**src/rtl/pe_db.sv**
```systemverilog
// pe_db: weight-stationary multiply-accumulate processing element for a
// systolic array. Weights are double-buffered: a shadow register is loaded
// from the a bus while the active weight keeps computing. A swap strobe then
// promotes the shadow weight to active. Each issued beat produces
// o_c = i_c + i_a * active_weight, with wrap or saturation on overflow.
module pe_db #(
    parameter int X_WIDTH  = 16,
    parameter int Y_WIDTH  = 2*X_WIDTH,
    parameter int SIGNED   = 0,
    parameter int SATURATE = 0,
    parameter int PIPE     = 0
) (
    input  logic               clk,
    input  logic               rst,
    input  logic               i_we,
    output logic               o_we,
    input  logic               i_swap,
    output logic               o_swap,
    input  logic               i_a_vld,
    input  logic [X_WIDTH-1:0] i_a,
    output logic               o_a_vld,
    output logic [X_WIDTH-1:0] o_a,
    input  logic               i_c_vld,
    input  logic [Y_WIDTH-1:0] i_c,
    output logic               o_c_vld,
    output logic [Y_WIDTH-1:0] o_c,
    output logic               o_ovf
);

    // Overflow of the Y_WIDTH+1 bit sum: a carry out for unsigned data, or
    // disagreement between the true sign bit and the Y_WIDTH result sign.
    function automatic logic ovf_detect(input logic [Y_WIDTH:0] s);
        if (SIGNED != 0) begin
            return s[Y_WIDTH] ^ s[Y_WIDTH-1];
        end
        return s[Y_WIDTH];
    endfunction

    // Wrap keeps the low bits; saturation clamps toward the true sign.
    function automatic logic [Y_WIDTH-1:0] saturate(input logic [Y_WIDTH:0] s,
                                                    input logic           ovf);
        if (!ovf || (SATURATE == 0)) begin
            return s[Y_WIDTH-1:0];
        end
        if (SIGNED == 0) begin
            return '1;
        end
        return s[Y_WIDTH] ? {1'b1, {(Y_WIDTH-1){1'b0}}}
                          : {1'b0, {(Y_WIDTH-1){1'b1}}};
    endfunction

    logic [X_WIDTH-1:0]            shadow_w;
    logic [X_WIDTH-1:0]            active_w;
    logic                          shadow_vld;
    logic                          active_vld;
    logic                          issue;
    logic signed [2*X_WIDTH-1:0]   a_ext;
    logic signed [2*X_WIDTH-1:0]   w_ext;
    logic signed [2*X_WIDTH-1:0]   mul_p0;
    logic [Y_WIDTH-1:0]            prod_p0;
    logic [Y_WIDTH-1:0]            add_prod;
    logic [Y_WIDTH-1:0]            add_c;
    logic                          add_vld;
    logic [Y_WIDTH:0]              sum;
    logic                          sum_ovf;

    // A weight-load beat carries weight data on the a bus, so it never issues.
    assign issue = i_a_vld & i_c_vld & ~i_we;

    // Forward the row operand and control strobes to the neighbouring PE.
    always_ff @(posedge clk or posedge rst) begin
        if (rst) begin
            o_a     <= '0;
            o_a_vld <= 1'b0;
            o_we    <= 1'b0;
            o_swap  <= 1'b0;
        end else begin
            o_a     <= i_a;
            o_a_vld <= i_a_vld;
            o_we    <= i_we;
            o_swap  <= i_swap;
        end
    end

    // Shadow/active weights: swap reads the pre-edge shadow, so a load on the
    // same edge lands in shadow and leaves it valid for the next swap.
    always_ff @(posedge clk or posedge rst) begin
        if (rst) begin
            shadow_w   <= '0;
            shadow_vld <= 1'b0;
            active_w   <= '0;
            active_vld <= 1'b0;
        end else begin
            if (i_swap) begin
                active_w   <= shadow_w;
                active_vld <= shadow_vld;
            end
            if (i_we && i_a_vld) begin
                shadow_w   <= i_a;
                shadow_vld <= 1'b1;
            end else if (i_swap) begin
                shadow_vld <= 1'b0;
            end
        end
    end

    // Stage 0: extend operands to 2*X_WIDTH so the product cannot overflow.
    always_comb begin
        a_ext = '0;
        w_ext = '0;
        a_ext[X_WIDTH-1:0] = i_a;
        w_ext[X_WIDTH-1:0] = active_w;
        if (SIGNED != 0) begin
            for (int i = X_WIDTH; i < 2*X_WIDTH; i++) begin
                a_ext[i] = i_a[X_WIDTH-1];
                w_ext[i] = active_w[X_WIDTH-1];
            end
        end
    end

    assign mul_p0 = a_ext * w_ext;

    // Extend the product to the partial-sum width; no valid weight means
    // the incoming partial sum passes through untouched.
    always_comb begin
        prod_p0 = '0;
        if (active_vld) begin
            prod_p0[2*X_WIDTH-1:0] = mul_p0;
            for (int i = 2*X_WIDTH; i < Y_WIDTH; i++) begin
                prod_p0[i] = (SIGNED != 0) ? mul_p0[2*X_WIDTH-1] : 1'b0;
            end
        end
    end

    if (PIPE != 0) begin : g_pipe
        logic [Y_WIDTH-1:0] prod_p1;
        logic [Y_WIDTH-1:0] c_p1;
        logic               vld_p1;

        // Stage 1: register the product and partial sum ahead of the adder.
        always_ff @(posedge clk or posedge rst) begin
            if (rst) begin
                prod_p1 <= '0;
                c_p1    <= '0;
                vld_p1  <= 1'b0;
            end else begin
                vld_p1 <= issue;
                if (issue) begin
                    prod_p1 <= prod_p0;
                    c_p1    <= i_c;
                end
            end
        end

        assign add_prod = prod_p1;
        assign add_c    = c_p1;
        assign add_vld  = vld_p1;
    end else begin : g_comb
        assign add_prod = prod_p0;
        assign add_c    = i_c;
        assign add_vld  = issue;
    end

    // Final stage: one-bit-wider add so overflow is visible in the sum.
    always_comb begin
        sum = {(SIGNED != 0) & add_prod[Y_WIDTH-1], add_prod}
            + {(SIGNED != 0) & add_c[Y_WIDTH-1], add_c};
        sum_ovf = ovf_detect(sum);
    end

    // Output register: o_c/o_ovf only change on a valid beat and hold otherwise.
    always_ff @(posedge clk or posedge rst) begin
        if (rst) begin
            o_c_vld <= 1'b0;
            o_c     <= '0;
            o_ovf   <= 1'b0;
        end else begin
            o_c_vld <= add_vld;
            if (add_vld) begin
                o_c   <= saturate(sum, sum_ovf);
                o_ovf <= sum_ovf;
            end
        end
    end

endmodule

```
**config.mk**
```make
export PLATFORM = sky130hd
export DESIGN_NAME = pe_db
export DESIGN_NICKNAME = d
export VERILOG_FILES = /design/src/rtl/pe_db.sv
export SDC_FILE = /design/constraint.sdc
export NUM_CORES = 1
export LEC_CHECK = 0
export ABC_AREA = 1
export BUFFER_PORTS_ARGS = -buffer_cell sky130_fd_sc_hd__buf_2
export CAP_MARGIN = 10
export CORE_UTILIZATION = 35
export DETAILED_ROUTE_END_ITERATION = 8
export GPL_TIMING_DRIVEN = 0
export SLEW_MARGIN = 20
export SYNTH_ARGS = -nofsm -noshare
export SYNTH_HDL_FRONTEND = slang
export SYNTH_SLANG_ARGS = --single-unit
```
**constraint.sdc**
```tcl
create_clock -name clk -period 16.12 [get_ports clk]
set_input_delay 4.836 -clock clk [delete_from_list [all_inputs] [get_ports clk]]
set_output_delay 4.836 -clock clk [all_outputs]
set_load 0.005 [all_outputs]
```
## Word level (Yosys, flattened, before mapping)

Cells that the tools add are included.

- Memory bits (writable): 0
- Memories kept: 0
- Input port bits: 54
- Output and inout port bits: 53
- Register bits: 87
- Bits in read-only memories: 0
- Word-level logic and storage cells: 27
- Bits in latches: 0

- Reduce and logical (&&, ||, !) cells: 2
- Multipliers: 1
- Shifts and indexed selects: 0
- Multiplexer cells: 9
- Bitwise logic cells: 3
- Add/subtract/negate cells: 1
- Magnitude comparators: 0
- Divide/modulo/power cells: 0
- Equality and inequality tests: 0

Operator list:

| kind | number |
|---|---|
| 2-to-1 mux 32 bit | 4 |
| adder 32 x 32 -> 33 bit | 1 |
| multiplier 16 x 16 -> 32 bit | 1 |
| 2-to-1 mux 1 bit | 5 |
| bitwise AND 1 bit | 2 |
| nonzero test 2 bit | 1 |
| logical AND 1 bit | 1 |
| NOT 1 bit | 1 |

## Logic depth before layout (Yosys ltp)

- Depth in word-level cells: 7
- Gate-level depth with buffers: 38

## Least setup slack after synthesis

No wires, ideal clock.

- Path type: input-to-reg
- Start: input i_a[7]
- End: register o_c[28]
- Stages on the path: 33
- Buffers on the path: 2
- Arrival time: 10.708 ns
- Setup slack: 5.295 ns
- Path through: clkbuf_1 -> clkbuf_1 -> nand2_1 -> fa_1 -> inv_1 -> fa_1 -> inv_1 -> fa_1 -> inv_1 -> fa_1 -> fa_1 -> inv_1 -> fa_1 -> inv_1 -> ha_1 -> nand2_1 -> nor2_1 -> nand2_1 -> nand3b_1 -> nand3_1 -> nand2_1 -> nand2_1 -> nor2_1 -> ha_1 -> nand2_1 -> nor2_1 -> inv_1 -> nor3_1 -> nand2_1 -> nand2_1 -> nand2_1 -> nand3_1 -> nand2_1

- Longest elaborated chain between the ends: 6

Ends and longest elaborated chain:

| item | line | RTL |
|---|---|---|
| start: declaration | 20 | `input logic [X_WIDTH-1:0] i_a,` |
| multiplier 16 x 16 -> 32 bit * | 121 | `assign mul_p0 = a_ext * w_ext;` |
| 2-to-1 mux 32 bit * | 127 | `if (active_vld) begin` |
| adder 32 x 32 -> 33 bit * | 167 | `+ {(SIGNED != 0) & add_c[Y_WIDTH-1], add_c};` |
| 2-to-1 mux 32 bit (2 in a row) | 48 | `return s[Y_WIDTH] ? {1'b1, {(Y_WIDTH-1){1'b0}}}` |
| 2-to-1 mux 32 bit * | 45 | `if (SIGNED == 0) begin` |
| end signal: assignment | 180 | `o_c <= saturate(sum, sum_ovf);` |
| end: declaration | 26 | `output logic [Y_WIDTH-1:0] o_c,` |

Every way passes the cells marked *; elsewhere a longest branch is shown, timed or not.
A chain may end at the register's enable or synchronous reset.

## Worst setup path after layout

- Start: input i_a[7]
- End: register o_c[25]

Same word-level chain as after synthesis.

==> run metrics <==
run status=complete, no violations; cell type with the largest total area after synthesis=fa_1; die width=207 µm; n_diodes=0; mux contribution to synthesized area=2.30%; EDFF count, synth=0; maxcap violations=0; Nets=2558; largest family of logic cells by synthesized area=adder cells; Adder-Cell Fraction of Synth Area=38.1%; first-pass GRT wire length=69600 µm; die area=42900 µm²; router iterations before antenna repair=7; Final Max Slew Viols=0; final core utilization=39.5%; Fmax=82.4 MHz; Mapped Nets=2440; post-route ant nets=0; clock skew=0.00969 ns; post-cts resize count=0; CP max FO=10; pre-CTS WS=3.67 ns; clk slew on worst S/H paths=0.07 ns; vias=12600; worst min path class=reg2reg; synth-to-layout area growth=10.4%; Post-synth ARST share=100%; Ports=107; Starting DRT DRC Count=950; sequential area share after synthesis=14.8%; Setup TNS Final=0 ns; Final Cycle Share=75.3%; CP Class=in2reg; grt met1 use=27.1%; Final WS setup=3.98 ns; post-synthesis simple-gate area fraction=24.1%; top-count cell post-synth=nand2_1; dominant synthesized flop cell=dfrtp_1; Compound-Gate Fraction of Synth Area=4.18%; H-tree Lvls=3; CTS tree=done; Synth Instances=2055; Std-Cell Rows=74; CP bufs+invs=8; Synthesis Warnings=0; dpl hpwl=35000 µm; clock sink count=87; Largest delay share family, worst path=adder cells; Worst Path Arrival=12.40 ns; Synth top area share=26.5%; Data required, critical path=16.38 ns; GR Util met2=34.5%; Starting Density=35.8%; # Post-CTS Setup Buffers=0; leading cell types by count after synthesis=nand2_1 (662), inv_1 (523), fa_1 (195); number of hold-repair buffers added at the cts stage=0; top cells by area, synth=fa_1 (27%), nand2_1 (17%), dfrtp_1 (15%); Period minus WS final=12.14 ns; total gr overflow=0; met3 GRT Util=4.11%; final WL=41700 µm; layout cell share with drive strength beyond 1=8.68%; vias per std cell=4.64; Total GRT Usage=20.6%; final hold viol count=0; crit-path most repeated cell=nand2_1; Final Setup Violations=0; Hold Slack=0.481 ns; Die Y=207 µm; Num CTS Buffers=9; worst-skew pair later-pin latency=0.38 ns; CTS max path bufs=2; synthesized flop and latch total=87; Port Buffers=106; slowest library cell on the worst path=clkbuf_1; XOR/XNOR Fraction of Synth Area=1.13%; Post-Syn Area=14700 µm²; CP Capture Type=flip-flop; WL/cell=15.4 µm; Syn Area/Cell=7.16 µm²; number of global-route vias before repair=13300; RSZ-0062 raised after global routing=no; largest net degree at the start of global routing=54; Slowest Stage Delay on Critical Path=0.58 ns; Rel. slew slack=46.7%; DRC violations left=0; number of antenna violations at the first check in global routing=0; clock root buffer master=clkbuf_16; core footprint=41100 µm²; global route hottest layer=met2; GP Congestion=0.933; Critical Path Source Type=input port; library cells used by synthesis=34; Worst Max-Slew Pin Slew=0.800 ns
## registers in the layout (all words and copies together) (netlist names), 16 cells and up
name,flops
active_w,16
o_a,16
o_c,32
shadow_w,16
## placed cells by master (no fill, tap or decap), types with 2 or more instances in the layout
cell	n
nand3_1	67
clkbuf_16	9
and2_1	2
buf_4	2
xnor2_1	15
o21ai_1	9
nand2_1	662
inv_6	2
o21bai_1	8
a21oi_2	3
nor2_2	2
nand3_2	7
a21oi_1	59
clkbuf_1	71
nor4_2	2
clkinv_2	2
o21a_1	3
a21boi_0	2
fa_1	195
dfrtp_1	87
buf_2	110
nand3b_1	8
nand4_1	4
mux2_2	30
nor2_1	95
nor2_4	2
xor2_1	4
ha_1	136
inv_1	522
o21ai_0	27
nor3_1	9
nand2_2	12
## per-stage QoR
step                cells  area, µm²
finish               2710      16200
global route         2710      16200
CTS                  2710      16200
detailed placement   2694      15900
global placement     2693      15900
floorplan            2055      14700
## cells by family after synthesis
logic type | count (synthesis)
AND/OR/NAND/NOR | 875
buffers and inverters | 600
adder cells (fa/ha/maj) | 331
AO/OA/AOI/OAI | 113
flip-flops | 87
multiplexers | 30
XOR/XNOR | 19
## worst reg2reg max path: cells and delay by family (launching register included)
kind / cells / cell delay (ns)
buffers and inverters: 7 / 1.38
and+or+nand+nor: 19 / 2.22
adders and majority gates: 8 / 3.91
DFF: 1 / 0.32
## per-layer routing
metal	share of wire (%)	up-vias
met2	46	350
met3	6.0	61
met5	0	-
met1	45	5942
li1	-	6232
met4	2.4	0
## area by class of cell
cell class | instances | area, µm²
Sequential cell | 87 | 2180
Fill cell | 4333 | 24900
Clock inverter | 6 | 65.1
Buffer | 77 | 302
Tap cell | 532 | 666
Timing Repair Buffer | 107 | 558
Inverter | 523 | 1970
Multi-Input combinational cell | 1368 | 10300
Clock buffer | 10 | 239
## worst paths after layout
| kind | slack [ns] | cells past startpoint | endpoint | from |
|---|---|---|---|---|
| max reg2reg | 8.19 | 34 | o_c[25] | active_w[7] |
| min in group asynchronous | 4.47 | 2 | o_c[3] | rst |
| min reg2reg | 0.48 | 2 | o_c[4] | o_c[4] |
| max | 3.98 | 35 | o_c[25] | i_a[7] |
| max in group asynchronous | 11.02 | 3 | shadow_w[14] | rst |
| min | 0.48 | 2 | o_c[4] | o_c[4] |
Power is left out: the tool's default activity adds up to more than one toggle a clock period on the data nets, which glitch-free logic cannot reach.
